File: src/rtl/uart_loopback_ctrl_if.sv
// RX FIFO read port, receiver error flags and TX FIFO write port.
// master: loopback controller side; slave: FIFO / receiver side.
interface uart_loopback_ctrl_if;
  logic       rx_rd_valid;
  logic [7:0] rx_rd_data;
  logic       rx_read_en;
  logic       rx_frame_err;
  logic       rx_parity_err;
  logic       tx_full;
  logic       tx_wr_en;
  logic [7:0] tx_wr_data;

  modport master (
    input  rx_rd_valid,
    input  rx_rd_data,
    input  rx_frame_err,
    input  rx_parity_err,
    input  tx_full,
    output rx_read_en,
    output tx_wr_en,
    output tx_wr_data
  );

  modport slave (
    output rx_rd_valid,
    output rx_rd_data,
    output rx_frame_err,
    output rx_parity_err,
    output tx_full,
    input  rx_read_en,
    input  tx_wr_en,
    input  tx_wr_data
  );
endinterface

File: src/rtl/uart_loopback_ctrl.sv
// UART loopback sequencer: drains RX FIFO bytes into the TX FIFO and keeps
// byte / error statistics. Ports: mclk, n_reset (async low), enable,
// clr_cnt, bus (RX read + error flags + TX write, master modport), busy,
// byte_cnt (wraps), frame_err_cnt / parity_err_cnt (saturate).
// Optional: define UART_LOOPBACK_CRLF_EN to append 0x0A after each 0x0D.
module uart_loopback_ctrl #(
  parameter int CNT_W     = 16,
  parameter int ERR_CNT_W = 8
) (
  input  logic                 mclk,
  input  logic                 n_reset,
  input  logic                 enable,
  input  logic                 clr_cnt,
  uart_loopback_ctrl_if.master bus,
  output logic                 busy,
  output logic [CNT_W-1:0]     byte_cnt,
  output logic [ERR_CNT_W-1:0] frame_err_cnt,
  output logic [ERR_CNT_W-1:0] parity_err_cnt
);

`ifdef UART_LOOPBACK_CRLF_EN
  typedef enum logic [2:0] {
    IDLE, RD, LAT, CAP, WR, LF
  } state_t;
`else
  typedef enum logic [2:0] {
    IDLE, RD, LAT, CAP, WR
  } state_t;
`endif

  state_t     state_q;
  state_t     state_d;
  logic [7:0] hold_q;
  logic       rd_q;
  logic       rd_d;
  logic       wr_q;
  logic       wr_d;
  logic [7:0] wdata_q;
  logic [7:0] wdata_d;
  logic       cap;
  logic       cnt_inc;
  logic       fe_q;
  logic       pe_q;
  logic       fe_rise;
  logic       pe_rise;

  always_ff @(posedge mclk or negedge n_reset) begin
    if (!n_reset) begin
      state_q <= IDLE;
      rd_q    <= 1'b0;
      wr_q    <= 1'b0;
      wdata_q <= 8'h00;
      hold_q  <= 8'h00;
    end else begin
      state_q <= state_d;
      rd_q    <= rd_d;
      wr_q    <= wr_d;
      wdata_q <= wdata_d;
      if (cap) hold_q <= bus.rx_rd_data;
    end
  end

  // Outputs are registered: the read strobe lands in LAT and the write
  // strobe lands in the cycle after WR accepts.
  always_comb begin
    state_d = state_q;
    rd_d    = 1'b0;
    wr_d    = 1'b0;
    wdata_d = wdata_q;
    cap     = 1'b0;
    cnt_inc = 1'b0;
    unique case (state_q)
      IDLE: begin
        if (enable && bus.rx_rd_valid) state_d = RD;
      end
      RD: begin
        rd_d    = 1'b1;
        state_d = LAT;
      end
      LAT: begin
        state_d = CAP;
      end
      CAP: begin
        cap     = 1'b1;
        state_d = WR;
      end
      WR: begin
        if (!bus.tx_full) begin
          wr_d    = 1'b1;
          wdata_d = hold_q;
          cnt_inc = 1'b1;
          state_d = IDLE;
`ifdef UART_LOOPBACK_CRLF_EN
          if (hold_q == 8'h0D) state_d = LF;
`endif
        end
      end
`ifdef UART_LOOPBACK_CRLF_EN
      LF: begin
        if (!bus.tx_full) begin
          wr_d    = 1'b1;
          wdata_d = 8'h0A;
          state_d = IDLE;
        end
      end
`endif
      default: begin
        state_d = IDLE;
      end
    endcase
  end

  assign bus.rx_read_en = rd_q;
  assign bus.tx_wr_en   = wr_q;
  assign bus.tx_wr_data = wdata_q;
  assign busy           = (state_q != IDLE);

  // Level flags count once per 0->1 transition.
  assign fe_rise = bus.rx_frame_err  & ~fe_q;
  assign pe_rise = bus.rx_parity_err & ~pe_q;

  always_ff @(posedge mclk or negedge n_reset) begin
    if (!n_reset) begin
      fe_q           <= 1'b0;
      pe_q           <= 1'b0;
      byte_cnt       <= '0;
      frame_err_cnt  <= '0;
      parity_err_cnt <= '0;
    end else begin
      fe_q <= bus.rx_frame_err;
      pe_q <= bus.rx_parity_err;
      if (clr_cnt) begin
        byte_cnt       <= '0;
        frame_err_cnt  <= '0;
        parity_err_cnt <= '0;
      end else begin
        if (cnt_inc)
          byte_cnt <= byte_cnt + CNT_W'(1);
        if (fe_rise && !(&frame_err_cnt))
          frame_err_cnt <= frame_err_cnt + ERR_CNT_W'(1);
        if (pe_rise && !(&parity_err_cnt))
          parity_err_cnt <= parity_err_cnt + ERR_CNT_W'(1);
      end
    end
  end

endmodule

File: src/flat_wrapper.sv
// flat-port wrapper written by rule: the top's interface ports become plain ports
module uart_loopback_ctrl_flat 
#(
  parameter int CNT_W     = 16,
  parameter int ERR_CNT_W = 8
)
  (mclk, n_reset, enable, clr_cnt, busy, byte_cnt, frame_err_cnt, parity_err_cnt, bus_rx_rd_valid, bus_rx_rd_data, bus_rx_frame_err, bus_rx_parity_err, bus_tx_full, bus_rx_read_en, bus_tx_wr_en, bus_tx_wr_data);
  uart_loopback_ctrl_if bus_i ();
  input  logic mclk;
  input  logic n_reset;
  input  logic enable;
  input  logic clr_cnt;
  output logic busy;
  output logic [CNT_W-1:0] byte_cnt;
  output logic [ERR_CNT_W-1:0] frame_err_cnt;
  output logic [ERR_CNT_W-1:0] parity_err_cnt;
  input wire logic [$bits(bus_i.rx_rd_valid)-1:0] bus_rx_rd_valid;
  input wire logic [$bits(bus_i.rx_rd_data)-1:0] bus_rx_rd_data;
  input wire logic [$bits(bus_i.rx_frame_err)-1:0] bus_rx_frame_err;
  input wire logic [$bits(bus_i.rx_parity_err)-1:0] bus_rx_parity_err;
  input wire logic [$bits(bus_i.tx_full)-1:0] bus_tx_full;
  output wire logic [$bits(bus_i.rx_read_en)-1:0] bus_rx_read_en;
  output wire logic [$bits(bus_i.tx_wr_en)-1:0] bus_tx_wr_en;
  output wire logic [$bits(bus_i.tx_wr_data)-1:0] bus_tx_wr_data;
  assign bus_i.rx_rd_valid = bus_rx_rd_valid;
  assign bus_i.rx_rd_data = bus_rx_rd_data;
  assign bus_i.rx_frame_err = bus_rx_frame_err;
  assign bus_i.rx_parity_err = bus_rx_parity_err;
  assign bus_i.tx_full = bus_tx_full;
  assign bus_rx_read_en = bus_i.rx_read_en;
  assign bus_tx_wr_en = bus_i.tx_wr_en;
  assign bus_tx_wr_data = bus_i.tx_wr_data;
  uart_loopback_ctrl #(.CNT_W(CNT_W), .ERR_CNT_W(ERR_CNT_W)) u_core (.mclk(mclk), .n_reset(n_reset), .enable(enable), .clr_cnt(clr_cnt), .bus(bus_i), .busy(busy), .byte_cnt(byte_cnt), .frame_err_cnt(frame_err_cnt), .parity_err_cnt(parity_err_cnt));
endmodule
File: config.mk
export PLATFORM = sky130hd
export DESIGN_NAME = uart_loopback_ctrl_flat
export DESIGN_NICKNAME = d
export VERILOG_FILES = /design/src/rtl/uart_loopback_ctrl_if.sv /design/src/rtl/uart_loopback_ctrl.sv /design/src/flat_wrapper.sv
export SDC_FILE = /design/constraint.sdc
export NUM_CORES = 1
export LEC_CHECK = 0
export CORE_MARGIN = 3
export CORE_UTILIZATION = 50
export DETAILED_ROUTE_END_ITERATION = 16
export DONT_BUFFER_PORTS = 1
export PLACE_DENSITY_LB_ADDON = 0.3
export SETUP_SLACK_MARGIN = 0.1
export SYNTH_ARGS = -nofsm -noshare
export SYNTH_HDL_FRONTEND = slang
export SYNTH_SLANG_ARGS = --single-unit
export TNS_END_PERCENT = 50
File: constraint.sdc
create_clock -name mclk -period 3.8 [get_ports mclk]
set_clock_uncertainty 0.15 [all_clocks]
set_input_delay 0.57 -clock mclk [delete_from_list [all_inputs] [get_ports mclk]]
set_output_delay 0.57 -clock mclk [all_outputs]
set_load 0.01 [all_outputs]
==> metrics.txt, run 1 <==
Boundary Pins 59; Synth top area share 55.4%; P_leak 1.13 nW; CP Class reg -> reg; Net Count, Synth 240; share of layout cells above drive strength 1 12.1%; Placed Area 2530 um^2; Post-Layout Cell Count 290; port bufs 0; Syn Inst Count 221; largest net degree at the start of global routing 56; Worst Hold Class in -> reg; CP max FO 20; root buffer cell clkbuf_8; CTS tree built; setup_tns 0 ns; number of hold violations in the final report 0; Worst EP arrival 2.07 ns; antenna violations before repair 0; Yosys reg bits 55; ANT cells 0; final setup margin 1.81 ns; hold_sp bus_rx_parity_err; Rel. slew slack 70.7%; Residual DRC 0; post-CTS setup buffer count 0; unrepaired setup endpoints after global routing false; Place WS 1.77 ns; reg2reg path depth 5; Yosys Warn Count 0; Cell Area, Synth 2480 um^2; Peak VDD IR 0.000303 V; Vias 1,614; router iterations before antenna repair 4; CTS Sinks 55; WHS Path Cells 0; RR Startpoint u_core.state_q[1]$_DFFE_PN0P_; Synth Flop Type dfrtp_1; nets 243; H-tree Lvls 2; Mapped Avg Cell Area 11.2 um^2; placed wire-length estimate 3090 um; Clk Latency, worst-skew pair 0.30 ns; post-detailed-route wirelength per cell 15.2 um; final worst-path cycle share 52.4%; Final Critical Period 1.99 ns; CTS buffer count 5; deepest clock path buffer count 2; status finished, final reports clean; first-pass GRT wire length 7840 um; Post-synth ARST share 100%; Via-to-Cell Ratio 5.57; number of nets with antenna violations after routing 0; pwr dens 492 nW/um^2; EDFF count, synth 0; Starting Density 52.3%; Final GP Congestion 0.787; Cell variety after synth 36; R2R Setup Slk 1.81 ns; GRT overflow 0; # rows 25; cell taking the most area after synthesis dfrtp_1; CP startpoint kind flop; Pins Over Slew Limit 0; Horiz. Die Dim 76.5 um; Slew @ Worst Pin 0.439 ns; GRT Total Usage 16.5%; Max Freq 502 MHz; reg2reg end u_core.byte_cnt[14]$_DFFE_PN0P_; Cells after DPL 282; CORE AREA 4750 um^2; Worst Path Required 3.88 ns; endpoints failing setup 0; CP Capture Type flop; Clock transition at path regs 0.08 ns; Max Cap Viol 0; top cells by area, synth dfrtp_1, mux2_2, xor2_1; vias in the first global route 1,674; DRT iter0 DRCs 99; area grow syn2layout 6.24%; Worst Hold Endpoint u_core.pe_q$_DFF_PN0_; Die ar. 5850 um^2; overall die height 76.5 um; sequential fraction of the synthesis area 55.4%; fin area 2640 um^2; Total Wirelength 4420 um
==> kinds of logic (layout without fill, tap and decap cells) <==
| kind of cell | after synthesis | in the layout | share of synthesized area, % |
|---|---|---|---|
| AO/OA/AOI/OAI | 32 | 32 | 7.50 |
| AND/OR/NAND/NOR | 84 | 84 | 18.9 |
| adder cells (fa/ha/maj) | 3 | 3 | 1.51 |
| XOR/XNOR | 16 | 16 | 5.64 |
| buffers and inverters | 12 | 14 | 2.62 |
| multiplexers | 19 | 19 | 8.46 |
| flip-flops | 55 | 55 | 55.4 |
==> state kept, by name, indices dropped and copies added (netlist names), 3 cells and up <==
| name | cells |
|---|---|
| u_core.parity_err_cnt | 8 |
| u_core.hold_q | 8 |
| u_core.frame_err_cnt | 8 |
| u_core.bus.tx_wr_data | 8 |
| u_core.byte_cnt | 16 |
| u_core.state_q | 3 |
==> through the flow <==
stage	util (%)	power, mW	hold WS [ns]
after floorplan	-	0.991	0.124
after global placement	53.2	1.01	0.126
after detailed placement	53.2	1.02	0.126
after CTS	55.5	1.32	0.133
after global routing	55.5	1.38	0.123
final	55.5	1.30	0.147
==> synthesized netlist by cell type (2+ instances only) <==
master    number
clkbuf_1       3
inv_1          5
dfrtp_1       55
and3_1         6
a211oi_1       3
nor3_1         4
nor2_1        24
xor2_1        13
mux2_2        16
nor2b_1        3
and2_1         3
xnor2_1        3
a31oi_1        2
o211ai_1       3
nor4_1         2
nor3b_1        2
buf_6          2
a21oi_1       10
o21ai_0       11
nand2_1       11
nand4_1        7
or3_1          9
mux2i_1        3
nand3b_1       2
ha_1           3
nand3_1        6
==> layout by cell type, fill, tap and decap left out, types with 4 or more instances in the layout <==
cell type	Yosys	layout
a21oi_1	10	10
dfrtp_1	55	55
nor3_1	4	4
o21ai_0	11	11
and3_1	6	6
nand3_1	6	6
mux2_2	16	16
xor2_1	13	13
clkbuf_8	0	5
inv_1	5	5
nor2_1	24	24
nand2_1	11	11
nand4_1	7	7
or3_1	9	9
==> routing by layer <==
metal  track usage [%]  up-vias  wire length (um)
li1                  -      787                 -
met1              20.5      771              1950
met2              26.1       48              2000
met3              6.03        8               376
met4              6.52        0                80
met5                 0        -                 0
==> where the power goes <==
group          switching [mW]  internal, mW  total (mW)
clock network           0.162         0.123       0.285
registers               0.112         0.698       0.810
logic                  0.0803         0.125       0.205
total                   0.354         0.946        1.30
==> critical path, stage by stage (launching register included) <==
cell and delay, ns:
dfrtp_1 0.48, nor4b_4 0.29, buf_4 0.29, nand4_1 0.22, or3_1 0.36, a21oi_1 0.14
==> cell type report <==
cell class	count	area, um^2
tap	67	83.8
timing repair buffer	3	45.0
clock buffer	6	72.6
fill	429	2110
sequential	55	1380
multi-input combinational	154	1040
inverter	5	18.8
==> worst max path at each step <==
stage | endpoint | startpoint | slack, ns
after global placement | u_core.byte_cnt[14]$_DFFE_PN0P_ | bus_tx_full | 1.82
final | u_core.byte_cnt[14]$_DFFE_PN0P_ | u_core.state_q[1]$_DFFE_PN0P_ | 1.81
after global routing | u_core.byte_cnt[12]$_DFFE_PN0P_ | u_core.state_q[1]$_DFFE_PN0P_ | 1.59
after CTS | u_core.byte_cnt[14]$_DFFE_PN0P_ | u_core.state_q[1]$_DFFE_PN0P_ | 1.79
after detailed placement | u_core.byte_cnt[14]$_DFFE_PN0P_ | bus_tx_full | 1.77
after floorplan | u_core.bus.tx_wr_data[1]$_DFFE_PN0P_ | bus_tx_full | 2.06
==> repair_timing <==
item / in CTS / in global routing
setup endpoints to repair: 0 / 0
gates resized for setup: 0 / 0
hold buffers: 2 / 0
endpoints found under the hold margin: 55 / 0
Power figures use the tool's default switching activity.
==> run 2, diff against run 1 <==
==> constraint.sdc (replaced) <==
create_clock -name mclk -period 1.8 [get_ports mclk]
set_clock_uncertainty 0.15 [all_clocks]
set_input_delay 0.27 -clock mclk [delete_from_list [all_inputs] [get_ports mclk]]
set_output_delay 0.27 -clock mclk [all_outputs]
set_load 0.01 [all_outputs]
==> metrics.txt, run 2 (synthesized netlist as in run 1, its figures left out) <==
CP startpoint kind flop; Placed Area 2750 um^2 (+8.6%); # rows 25 (unchanged); Worst Hold Class in -> async; antenna violations before repair 0 (unchanged); setup_tns 0 ns (unchanged); CP Capture Type flop; Worst Path Required 1.90 ns (-1.98 ns); deepest clock path buffer count 2 (unchanged); placed wire-length estimate 3490 um (+13%); Largest register FFs 16 (unchanged); Post-Layout Cell Count 337 (+16%); Starting Density 52.3% (unchanged); Vias 1,820 (+13%); CTS Sinks 55 (unchanged); commonest non-fill, non-tap cells in the layout dfrtp_1, buf_4, nor2_1; Max Freq 573 MHz (+14%); Worst EP arrival 1.84 ns (-0.23 ns); CP max FO 6 (-70%); Horiz. Die Dim 76.5 um (unchanged); status finished, violations left; Hold-fix buffers, CTS 13 (+11); Die ar. 5850 um^2 (unchanged); FILL cells 375 (-13%); Peak VDD IR 0.000823 V (+170%); Residual DRC 0 (unchanged); number of hold violations in the final report 55 (+55); CTS tree built; number of nets with antenna violations after routing 0 (unchanged); pwr dens 969 nW/um^2 (+97%); Pins Over Slew Limit 0 (unchanged); H-tree Lvls 2 (unchanged); vias in the first global route 1,878 (+12%); endpoints failing setup 0 (unchanged); P_leak 1.41 nW (+25%); DRT iter0 DRCs 67 (-32%); final worst-path cycle share 96.9% (+45 points); Total Wirelength 5250 um (+19%); Buffers & Inverters on Critical Path 1 (unchanged); overall die height 76.5 um (unchanged); Cells after DPL 311 (+10%); Max Cap Viol 0 (unchanged); Crit path largest cell delay 0.42 ns (-0.06 ns); root buffer cell clkbuf_8; Via-to-Cell Ratio 5.40 (-3.0%); unrepaired setup endpoints after global routing true; Boundary Pins 59 (unchanged); critical path's slowest cell dfrtp_1; Final Critical Period 1.74 ns (-0.247 ns); Rel. slew slack 67.8% (-2.9 points); Clock transition at path regs 0.11 ns (+0.03 ns); CP Class reg -> reg; Clk Latency, worst-skew pair 0.31 ns (about the same); delay-heaviest family, CP simple AND/OR/NAND/NOR gates; Top reg by flops u_core.byte_cnt; port bufs 0 (unchanged); Slew @ Worst Pin 0.482 ns (+0.0432 ns); CORE AREA 4750 um^2 (unchanged); share of layout cells above drive strength 1 28.9% (+17 points); ANT cells 0 (unchanged); area grow syn2layout 26.4%; nets 288 (+19%); CP cell instances nor4b_4 > buf_6 > nand4_4 > or3_4 > a21oi_2; Final GP Congestion 0.868 (+10%); first-pass GRT wire length 8780 um (+12%); largest net degree at the start of global routing 56 (unchanged); GRT overflow 0 (unchanged); CTS buffer count 5 (unchanged); Hold WS -0.514 ns (-0.661 ns); commonest non-fill, non-tap cell in the layout dfrtp_1; GRT Total Usage 18.5% (+2.0 points); failing checks negative hold slack; fin area 3140 um^2 (+19%); post-detailed-route wirelength per cell 15.6 um (+2.4%); router iterations before antenna repair 5 (+1)
[run 2: path summary, 6_finish.rpt]
kind / startpoint / end / slack, ns / depth (start not counted)
max reg2reg: u_core.state_q[0]$_DFFE_PN0P_ / u_core.byte_cnt[13]$_DFFE_PN0P_ / 0.06 / 5
max: u_core.state_q[0]$_DFFE_PN0P_ / u_core.byte_cnt[13]$_DFFE_PN0P_ / 0.06 / 5
min: n_reset / u_core.state_q[2]$_DFFE_PN0P_ / -0.51 / 0
min reg2reg: u_core.hold_q[5]$_DFFE_PN0P_ / u_core.hold_q[5]$_DFFE_PN0P_ / 0.37 / 1
min in group mclk: enable / u_core.state_q[0]$_DFFE_PN0P_ / 0.02 / 2
max in group asynchronous: n_reset / u_core.byte_cnt[5]$_DFFE_PN0P_ / 1.92 / 0
[run 2: cell type report]
type / count / area, um^2 / area share (%)
flip-flops and latches: 55 / 1380 / 43.8
well taps: 67 / 83.8 / 2.67
repair buffers: 48 / 429 / 13.7
multi-input cells: 154 / 1140 / 36.2
clock inverters: 3 / 28.8 / 0.916
clock buffers: 5 / 68.8 / 2.19
inverters: 5 / 18.8 / 0.597
[run 2: what timing repair did]
action                                 in CTS  in global routing
resized for setup                           3                 24
setup buffers                               3                  2
pin swaps                                   3                  5
setup endpoints to repair                   9                 25
endpoints found under the hold margin      99                 55
[run 2: metrics by stage]
step                      total power, mW  utilization [%]  setup WS, ns  hold slack, ns
after CTS                            3.01             63.6        0.0752          -0.529
after global routing                 3.21             66.1       -0.0520          -0.541
final                                3.05             66.1        0.0557          -0.514
after detailed placement             2.22             57.8        0.0127          -0.174
after global placement               2.19             57.8        0.0666          -0.174
after floorplan                      2.10                -         0.118          -0.176
[run 2: power breakdown]
group	leakage, nW	switching [mW]	internal, mW
Sequential	0.726	0.198	1.47
Combinational	0.634	0.247	0.409
Clock	0.0502	0.429	0.289
Total	1.41	0.874	2.17
[run 2: per-layer routing]
layer	up-vias	track usage, %	wire length (um)	part of all wire, %
met5	-	0	0	0
met4	0	5.43	63	1.2
met3	6	7.68	454	8.6
met2	52	31.9	2570	49
met1	879	20.9	2160	41
li1	883	-	-	-
